===== config.mk =====
export PLATFORM = sky130hd
export DESIGN_NAME = cq_viola_nios2_dct_reader
export DESIGN_NICKNAME = d
export VERILOG_FILES = /design/src/rtl/cq_viola_nios2_dct_reader.sv
export SDC_FILE = /design/constraint.sdc
export NUM_CORES = 1
export LEC_CHECK = 0
export ABC_AREA = 1
export CAP_MARGIN = 20
export CORE_ASPECT_RATIO = 1.2
export CORE_UTILIZATION = 60
export DETAILED_ROUTE_END_ITERATION = 8
export PLACE_DENSITY = 0.79
export SETUP_SLACK_MARGIN = 0.02
export SLEW_MARGIN = 40
export SYNTH_ARGS = -nofsm -noshare
export SYNTH_HDL_FRONTEND = slang
export SYNTH_SLANG_ARGS = --single-unit

===== constraint.sdc =====
create_clock -name clk -period 9.4 [get_ports clk]
set_input_delay 1.88 -clock clk [delete_from_list [all_inputs] [get_ports clk]]
set_output_delay 1.88 -clock clk [all_outputs]
set_load 0.005 [all_outputs]

===== src/rtl/cq_viola_nios2_dct_reader.sv =====
// Queues Nios II OCI data-capture-trace frames and serves them to host software over Avalon-MM.
// Readdata is registered with 1-cycle read latency; a full FIFO drops frames and counts them.
module cq_viola_nios2_dct_reader #(
   parameter int FIFO_AW      = 4,
   parameter bit ENABLE_RESET = 1'b1
) (
   input  logic        clk,
   input  logic        reset_n,
   input  logic [29:0] dct_buffer,
   input  logic [3:0]  dct_count,
   input  logic        dct_valid,
   input  logic        test_ending,
   input  logic        test_has_ended,
   input  logic [1:0]  address,
   input  logic        read,
   input  logic        write,
   input  logic [31:0] writedata,
   output logic [31:0] readdata
);

   localparam int DEPTH = 2 ** FIFO_AW;
   localparam logic [FIFO_AW:0] LEVEL_FULL = (FIFO_AW + 1)'(DEPTH);

   logic [33:0]        mem [DEPTH];
   logic [FIFO_AW-1:0] wr_ptr, rd_ptr;
   logic [FIFO_AW:0]   level;
   logic               overflow, enable, ended;
   logic [7:0]         drop_cnt;

   logic        empty, full, push_req, pop_ok, push_ok, drop, ctrl_wr, flush, clear;
   logic [33:0] head;
   logic [31:0] status;
   logic        unused_wdata;

   assign unused_wdata = ^writedata[31:3];

   assign empty    = (level == '0);
   assign full     = (level == LEVEL_FULL);
   assign head     = mem[rd_ptr];
   assign push_req = dct_valid & enable & ~test_ending & (dct_count != 4'd0);
   assign pop_ok   = read & (address == 2'd2) & ~empty;
   // A pop in the same cycle frees the slot, so a push into a full FIFO still lands.
   assign push_ok  = push_req & (~full | pop_ok);
   assign ctrl_wr  = write & (address == 2'd3);
   assign flush    = ctrl_wr & writedata[2];
   assign clear    = ctrl_wr & writedata[1];
   assign drop     = push_req & full & ~pop_ok & ~flush;

   always_comb begin
      status                = '0;
      status[0]             = empty;
      status[1]             = full;
      status[2]             = overflow;
      status[3]             = enable;
      status[4]             = ended;
      status[FIFO_AW+8:8]   = level;
      status[23:16]         = drop_cnt;
   end

   always_ff @(posedge clk) begin
      if (push_ok) mem[wr_ptr] <= {dct_count, dct_buffer};
   end

   always_ff @(posedge clk or negedge reset_n) begin
      if (!reset_n) begin
         wr_ptr <= '0;
         rd_ptr <= '0;
         level  <= '0;
      end else if (flush) begin
         wr_ptr <= '0;
         rd_ptr <= '0;
         level  <= '0;
      end else begin
         if (push_ok) wr_ptr <= wr_ptr + 1'b1;
         if (pop_ok)  rd_ptr <= rd_ptr + 1'b1;
         case ({push_ok, pop_ok})
            2'b10:   level <= level + 1'b1;
            2'b01:   level <= level - 1'b1;
            default: level <= level;
         endcase
      end
   end

   always_ff @(posedge clk or negedge reset_n) begin
      if (!reset_n) begin
         overflow <= 1'b0;
         drop_cnt <= '0;
         enable   <= ENABLE_RESET;
         ended    <= 1'b0;
      end else begin
         if (clear) begin
            overflow <= 1'b0;
            drop_cnt <= '0;
         end else if (drop) begin
            overflow <= 1'b1;
            if (drop_cnt != 8'hFF) drop_cnt <= drop_cnt + 8'd1;
         end
         if (ctrl_wr)        enable <= writedata[0];
         if (test_has_ended) ended  <= 1'b1;
      end
   end

   always_ff @(posedge clk or negedge reset_n) begin
      if (!reset_n) begin
         readdata <= '0;
      end else if (read) begin
         case (address)
            2'd0:    readdata <= status;
            2'd1:    readdata <= empty ? 32'd0 : {2'b00, head[29:0]};
            2'd2:    readdata <= empty ? 32'd0 : {28'd0, head[33:30]};
            default: readdata <= 32'd0;
         endcase
      end
   end

endmodule


# ---- After elaboration in Yosys (flattened, before gate mapping)
# Memory sizes are Yosys's and may differ from the RTL's.
# Cells that the tools add are included.
dict set report totals {
  romBits 0
  latchBits 0
  output_inout_bits 32
  word_cells 64
  ramBits 544
  ff_bits 56
  n_memories 1
  input_bits 75
}
dict set report classes {
  n_lt_le_gt_ge 0
  div 0
  n_reduce_logical 9
  n_bitwise 18
  n_eq_ne 7
  n_mul 0
  n_mux 16
  shift 0
  addsub 5
}
# name depth width read_ports rd_clocked_by_memory_dff wr line_no
set memory_table {}
lappend memory_table {mem 16 34 1 0 1 24} ;# logic [33:0] mem [DEPTH];
# cell count
set ops {}
lappend ops {{$pmux W30 S3} 1}
lappend ops {{$mux W30} 1}
lappend ops {{$mux W8} 3}
lappend ops {{$mux W4} 5}
lappend ops {{$and A1 B1 Y1} 12}
lappend ops {{$pmux W5 S2} 1}
lappend ops {{$add A4 B1 Y4 const B} 2}
lappend ops {{$add A8 B1 Y8 const B} 1}
lappend ops {{$ne A8 B8 Y1 const B} 1}
lappend ops {{$reduce_bool A2 Y1} 4}
lappend ops {{$eq A2 B2 Y1 const B} 3}
lappend ops {{$add A5 B1 Y5 const B} 1}
lappend ops {{$eq A5 B5 Y1 const B} 1}
lappend ops {{$logic_not A5 Y1} 1}
lappend ops {{$mux W5} 1}
lappend ops {{$not A1 Y1} 5}
lappend ops {{$sub A5 B1 Y5 const B} 1}
lappend ops {{$eq A2 B1 Y1 const B} 2}
lappend ops {{$mux W1} 4}
lappend ops {{$reduce_bool A4 Y1} 1}
lappend ops {{$reduce_bool A3 Y1} 1}
lappend ops {{$logic_not A2 Y1} 1}
lappend ops {{$reduce_and A2 Y1} 1}
lappend ops {{$or A1 B1 Y1} 1}

# ---- Logic depth before layout (Yosys ltp)
# Gate-level depths: netlist (run 1).
dict set report depth {
  depth_word 8
  mapped_depth 14
  depth_no_buf 14
}

# ---- Worst setup path before layout (run 1)
# Ideal clock, no wire load.
dict set report synth_path {
  path_kind {input port to flip-flop}
  start {in address[1]}
  end {mem mem[0][0] (enable)}
  required_time_ps 8975
  n_path_buf 0
  path_stages 10
  t_arrival_ps 4017
  setup_ps 425
  slack_ps 4957
  cell_sequence {inv_1 -> nor2_1 -> nand2_1 -> inv_2 -> nand2_4 -> nand2_1 -> nand2_1 -> inv_1 -> nand2_1 -> nor2_1}
}
dict set report synth_via {
  elab_chain_len 7
}
# element line_no
set synth_lines {}
lappend synth_lines {{start, declared} 14} ;# input logic [1:0] address,
lappend synth_lines {{$eq A2 B2 Y1} 41} ;# assign pop_ok = read & (address == 2'd2) & ~empty;
lappend synth_lines {{$and A1 B1 Y1 (2 in a row)} 41}
lappend synth_lines {{$or A1 B1 Y1} 43} ;# assign push_ok = push_req & (~full | pop_ok);
lappend synth_lines {{$and A1 B1 Y1} 43}
lappend synth_lines {{$mux W1} 61} ;# if (push_ok) mem[wr_ptr] <= {dct_count, dct_buffer};
lappend synth_lines {{$mux W1 (not written as such)} 61}
lappend synth_lines {{end, declared} 24}
# Every way passes these cells.

# ---- Worst setup path in the final report (run 1)
dict set report layout_path {
  start {in dct_count[0]}
  end {mem mem[8][15] (enable)}
}
dict set report layout_via {
  elab_chain_len 5
}
# element line_no
set layout_lines {}
lappend layout_lines {{start, declared} 10} ;# input logic [3:0] dct_count,
lappend layout_lines {{$reduce_bool A4 Y1} 40} ;# assign push_req = dct_valid & enable & ~test_ending & (dct_count != 4'd0);
lappend layout_lines {{$and A1 B1 Y1} 40}
lappend layout_lines {{$and A1 B1 Y1} 43}
lappend layout_lines {{$mux W1} 61}
lappend layout_lines {{$mux W1 (not written as such)} 61}
# Every way passes these cells.

==> results of run 1 <==
==> report_power, final <==
part           switching [mW]  total (mW)  internal [mW]
sequential              0.126        3.13           3.01
combinational            1.45        2.09          0.638
clock                   0.918        2.08           1.16
==> registers in the layout, summed over array words and instances (netlist names) <==
| name | flops |
|---|---|
| rd_ptr | 4 |
| ended | 1 |
| mem | 544 |
| readdata | 30 |
| level | 5 |
| drop_cnt | 8 |
| overflow | 1 |
| wr_ptr | 4 |
| enable | 1 |
==> how the worst max path moves through the flow <==
stage,start,end,slack (ns),depth (start not counted)
2_1_floorplan,address[1],mem[0][0],4.96,10
3_3_place_gp,dct_count[0],mem[8][25],3.95,10
3_5_place_dp,dct_count[0],mem[10][15],3.91,10
4_1_cts,dct_count[0],mem[8][5],4.51,10
5_1_grt,dct_count[0],mem[8][7],4.32,10
6_report,dct_count[0],mem[8][15],4.50,10
==> metrics by stage <==
step	instance area, µm²	hold WS, ns	utilization, %	cells
global route	27500	0.502	67.6	2728
finish	27500	0.473	67.6	2728
detailed placement	25800	0.458	63.4	2627
CTS	27400	0.474	67.5	2726
global placement	25800	0.455	63.4	2627
floorplan	24700	0.440	-	2108
==> cell type report <==
cell class / count / area, µm²
fillers: 2741 / 13200
flip-flops and latches: 598 / 17700
well taps: 539 / 674
multi-input cells: 1281 / 6010
repair buffers: 105 / 1020
clock inverters: 25 / 170
clock buffers: 74 / 1490
inverters: 106 / 412
==> cells in the mapped netlist, drive strengths merged <==
library cell	number
a21oi	6
buf	80
clkbuf	43
clkinv	3
conb	1
dfrtp	53
dfstp	1
edfxtp	544
fa	1
ha	9
inv	103
nand2	434
nand3	213
nand3b	1
nand4	12
nor2	323
nor3	1
o211ai	34
o21ai	194
o221ai	39
or2	2
xnor2	3
xor2	7
==> critical path, cell delays in order <==
cell and delay (ns):
clkdlybuf4s50_1 0.85, nor2_1 0.09, nand2_1 0.24, nand4_1 0.12, inv_1 0.18, nand2_1 0.12
inv_1 0.17, nand2_1 0.28, nor2_4 0.70, buf_4 0.49
==> cell families (layout without fill, tap and decap cells) <==
family | after synthesis | count (layout) | share of synthesized area [%]
compound gates | 273 | 273 | 6.48
flops | 598 | 598 | 71.6
buf+inv | 229 | 310 | 4.61
fa+ha+maj | 10 | 10 | 0.537
simple gates | 986 | 986 | 16.4
xor+xnor | 10 | 10 | 0.354
other cells | 1 | 2 | 0.0152
==> layout by cell type, fill, tap and decap left out, types with 25 or more instances in the layout <==
master and n:
buf_4 25, clkbuf_16 55, clkdlybuf4s50_1 74, dfrtp_1 50, edfxtp_1 544, inv_1 98
nand2_1 430, nand3_1 212, nor2_1 304, o211ai_1 34, o21ai_0 163, o21ai_1 31
o221ai_1 39
==> per-layer routing <==
layer,wire length [µm],track usage (%),up-vias
met5,14,0,-
met4,2830,15.0,2
met3,4310,3.71,159
met2,29400,47.8,762
met1,21200,34.1,8083
li1,-,-,7414
==> out/metrics.yaml, run 1 <==
sta:
  fmax_mhz: 204
  finalHoldViolCount: 0
  rsz0062_at_grt: "false"
  timing.setup.tns_ns: 0
  setup_viol: 0
  relSlewSlack_pct: 41.9
  skew_ns: 0.0195
  fin_crit_sh_pct: 52.2
  min_period_ns: 4.90
  worst-slew-pin-transition_ns: 0.872
  layout_setup_ws_ns: 4.50
  drv_slew: 0
final_layout:
  nets: 2232
  area_delta_synth_final_pct: 11.2
  drive_gt1_share_pct: 6.40
  n_antenna_cell: 0
floorplanning:
  rows: 81
  initial_core_util_pct: 60.8
  die_w_um: 187
  dieHeight_um: 224
  dieArea_um2: 42000
  core-area_um2: 40600
  ios: 107
drt:
  avgViaCountPerCell: 6.02
  drt_first_iter_violations: 1889
  first_pass_iters: 7
  route.antenna.remaining_nets: 0
  via_count: 16420
  avgRoutedWirePerCell_um: 21.2
  drc: 0
  totalWireLength_um: 57700
run_status:
  status: "finished clean"
logic_synthesis:
  synth_cells: 2107
  yosysSeqAreaShare_pct: 71.6
  yosys_warnings: 0
  syn_avg_cell_area_um2: 11.7
  synth_top_area_share_pct: 66.1
  synth-seq-cells: 598
  syn_area_um2: 24700
  synthTopCellsByArea: "edfxtp_1, nand2_1, dfrtp_1"
  synth.distinct_cells: 37
  synth_top_area_cell: "edfxtp_1"
critical_path:
  regToRegSetupSlack_ns: 5.88
  path_max_fanout: 18
  path_class: "input port to register"
  r2r_start: "rd_ptr[0]"
  required_ns: 9.64
  cp-start-kind: "input port"
  critical_path_arrival_ns: 5.15
  cp-end-kind: "register"
  r2r-end: "readdata[1]"
  worst_r2r_path_depth: 12
job:
  drv_cap: 0
placement:
  gp_congestion: 0.819
  hpwl_um: 31600
  io_buffers: 75
  dp_worst_setup_slack_ns: 3.91
cts:
  cts_root_buffer: "clkbuf_16"
  cts_buffers: 55
  tritoncts: "done"
  cts-hold-fix-buffers: 0
  clkTransAtPathRegs_ns: 0.06
  clock_latency_ns: 0.60
  htreeDepth: 2
  cts.repair.resized: 0
  cts.sink_count: 598
  postCtsSetupBuffers: 0
  clk_path_buf_depth: 3
global_route:
  grt.total_usage_pct: 27.7
  gr-total-overflow: 0
  grt_pass1_wl_um: 88600
  antenna_found_initial: 2
  grt_pass1_vias: 16259
  grt_start_max_net_pins: 221
pwr:
  power_mw: 7.30
  p_leak_nw: 10.1
  p_per_area_nw_per_um2: 266
  vdd_drop_max_mv: 0.179
worst_hold_path:
  worstHoldStart: "ended"
  hold_path_class: "register to register"
  whs_path_depth: 1
  hold_path_end: "ended"
(Power assumes the default switching activity.)
==> run 2, diff against run 1 <==
- clock period: 9.4 -> 4.7 ns (I/O delays scaled with it)
==> run 2 against run 1 <==
  * Sequential power is 100% higher
  * Clock power is 110% higher
  * Via count hardly changed
  * Die area stayed put
  * Critical path depth stayed put
  * Critical endpoint is now mem[13][11]
==> out/metrics.yaml, run 2 (synthesis results as in run 1) <==
run_status:
  status: "finished clean"
global_route:
  grt.total_usage_pct: 28.5
  grt_pass1_wl_um: 90900
  antenna_found_initial: 2
  grt_start_max_net_pins: 127
  grt_pass1_vias: 16546
  gr-total-overflow: 0
sta:
  min_period_ns: 3.53
  rsz0062_at_grt: "false"
  finalHoldViolCount: 0
  drv_slew: 0
  skew_ns: 0.0239
  timing.setup.tns_ns: 0
  relSlewSlack_pct: 45.6
  worst-slew-pin-transition_ns: 0.816
  setup_viol: 0
  fmax_mhz: 283
  fin_crit_sh_pct: 75.1
drt:
  avgViaCountPerCell: 5.98
  first_pass_iters: 5
  drc: 0
  totalWireLength_um: 59300
  route.antenna.remaining_nets: 0
  via_count: 16412
  avgRoutedWirePerCell_um: 21.6
  drt_first_iter_violations: 1904
critical_path:
  required_ns: 4.99
  path_class: "input port to register"
  r2r_start: "rd_ptr[0]"
  path_max_fanout: 17
  r2r-end: "readdata[3]"
  worst_r2r_path_depth: 13
  cp-start-kind: "input port"
  regToRegSetupSlack_ns: 1.86
  cp-startpoint: "dct_count[1]"
  critical_path_arrival_ns: 3.82
  cp-end-kind: "register"
placement:
  dp_cells: 2644
  gp_congestion: 0.819
  io_buffers: 75
  hpwl_um: 33300
worst_hold_path:
  hold_path_class: "input port to asynchronous set/reset pin"
floorplanning:
  dieArea_um2: 42000
  core-area_um2: 40600
  dieHeight_um: 224
  rows: 81
  ios: 107
  die_w_um: 187
  initial_core_util_pct: 60.8
cts:
  clock_latency_ns: 0.59
  htreeDepth: 2
  tritoncts: "done"
  cts-hold-fix-buffers: 0
  postCtsSetupBuffers: 0
  cts.repair.resized: 0
  clk_path_buf_depth: 3
  clkTransAtPathRegs_ns: 0.06
  cts.sink_count: 598
  cts_buffers: 54
  cts_root_buffer: "clkbuf_16"
final_layout:
  drive_gt1_share_pct: 7.49
  top_register: "mem"
  layout_common_cells: "edfxtp_1, nand2_1, nor2_1, nand3_1, o21ai_0"
  finalNonFillerCells: 2744
  largest_reg_flops: 544
  nets: 2247
  area_delta_synth_final_pct: 12.5
  layout_commonest_cell: "edfxtp_1"
  top_regs: "mem (544), readdata (30), drop_cnt (8)"
pwr:
  p_sw_share_pct: 34.3
  vdd_drop_max_mv: 0.385
  p_leak_nw: 10.2
  intPower_mw: 9.79
  clockPowerShare_pct: 29.3
  p_comb_share_pct: 28.7
  p_per_area_nw_per_um2: 536
  seqPwrFrac_pct: 42.0
  p_switching_mw: 5.11
job:
  drv_cap: 0
[run 2: cell count changes in the layout (fill, tap and decap cells not counted), moves of 2 or more]
| cell | before | now |
|---|---|---|
| clkbuf_1 | 15 | 10 |
| buf_12 | 2 | 10 |
| buf_4 | 25 | 32 |
| bufinv_16 | 2 | 6 |
| inv_6 | 4 | 1 |
| clkinv_4 | 0 | 5 |
| clkbuf_8 | 4 | 0 |
| clkinv_1 | 15 | 11 |
| clkinv_2 | 8 | 11 |
| clkinvlp_4 | 0 | 2 |
[run 2: stage by stage]
step	hold slack (ns)	area, µm²	power (mW)	utilization, %	setup slack [ns]
3_3_place_gp	0.458	26000	10.4	64.0	0.633
6_report	0.479	27800	14.9	68.4	1.17
4_1_cts	0.481	27800	14.9	68.3	1.15
3_5_place_dp	0.465	26000	10.5	64.0	0.532
2_1_floorplan	0.440	24700	9.23	-	1.20
5_1_grt	0.500	27800	15.6	68.4	0.981
[run 2: critical path: stages]
cell,delay [ns]
clkdlybuf4s50_1,0.84
nor2_1,0.10
nand2_1,0.25
nand4_1,0.13
inv_1,0.18
nand2_1,0.13
inv_1,0.18
nand2_1,0.26
nor2_4,0.54
buf_12,0.24
[run 2: metal layers]
metal | vias up | GRT usage (%) | wire length, µm
met5 | - | 0 | 13
met4 | 2 | 18.2 | 3680
met3 | 191 | 3.87 | 4270
met2 | 791 | 48.8 | 29800
met1 | 7973 | 34.1 | 21500
li1 | 7455 | - | -
[run 2: final cells by class]
cell class,count,area (µm²)
multi-input combinational,1281,6010
fill,2782,12900
clock buffer,65,1410
sequential,598,17700
timing repair buffer,121,1250
inverter,106,412
antenna,1,2.50
tap,539,674
clock inverter,33,334
[run 2: worst max-delay path by stage]
stage | to | slack (ns) | depth (start not counted)
after floorplan | mem[0][0] | 1.20 | 10
after global placement | mem[13][22] | 0.63 | 10
after detailed placement | mem[13][20] | 0.53 | 10
after CTS | mem[13][11] | 1.15 | 10
after global routing | mem[13][11] | 0.98 | 10
final | mem[13][11] | 1.17 | 10
[run 2: power groups by stage]
stage / logic, mW / registers, mW / clock network, mW
floorplan: 3.00 / 6.23 / 0
global placement: 4.04 / 6.35 / 0
detailed placement: 4.18 / 6.37 / 0
CTS: 4.23 / 6.26 / 4.40
global route: 4.68 / 6.28 / 4.60
finish: 4.27 / 6.26 / 4.36
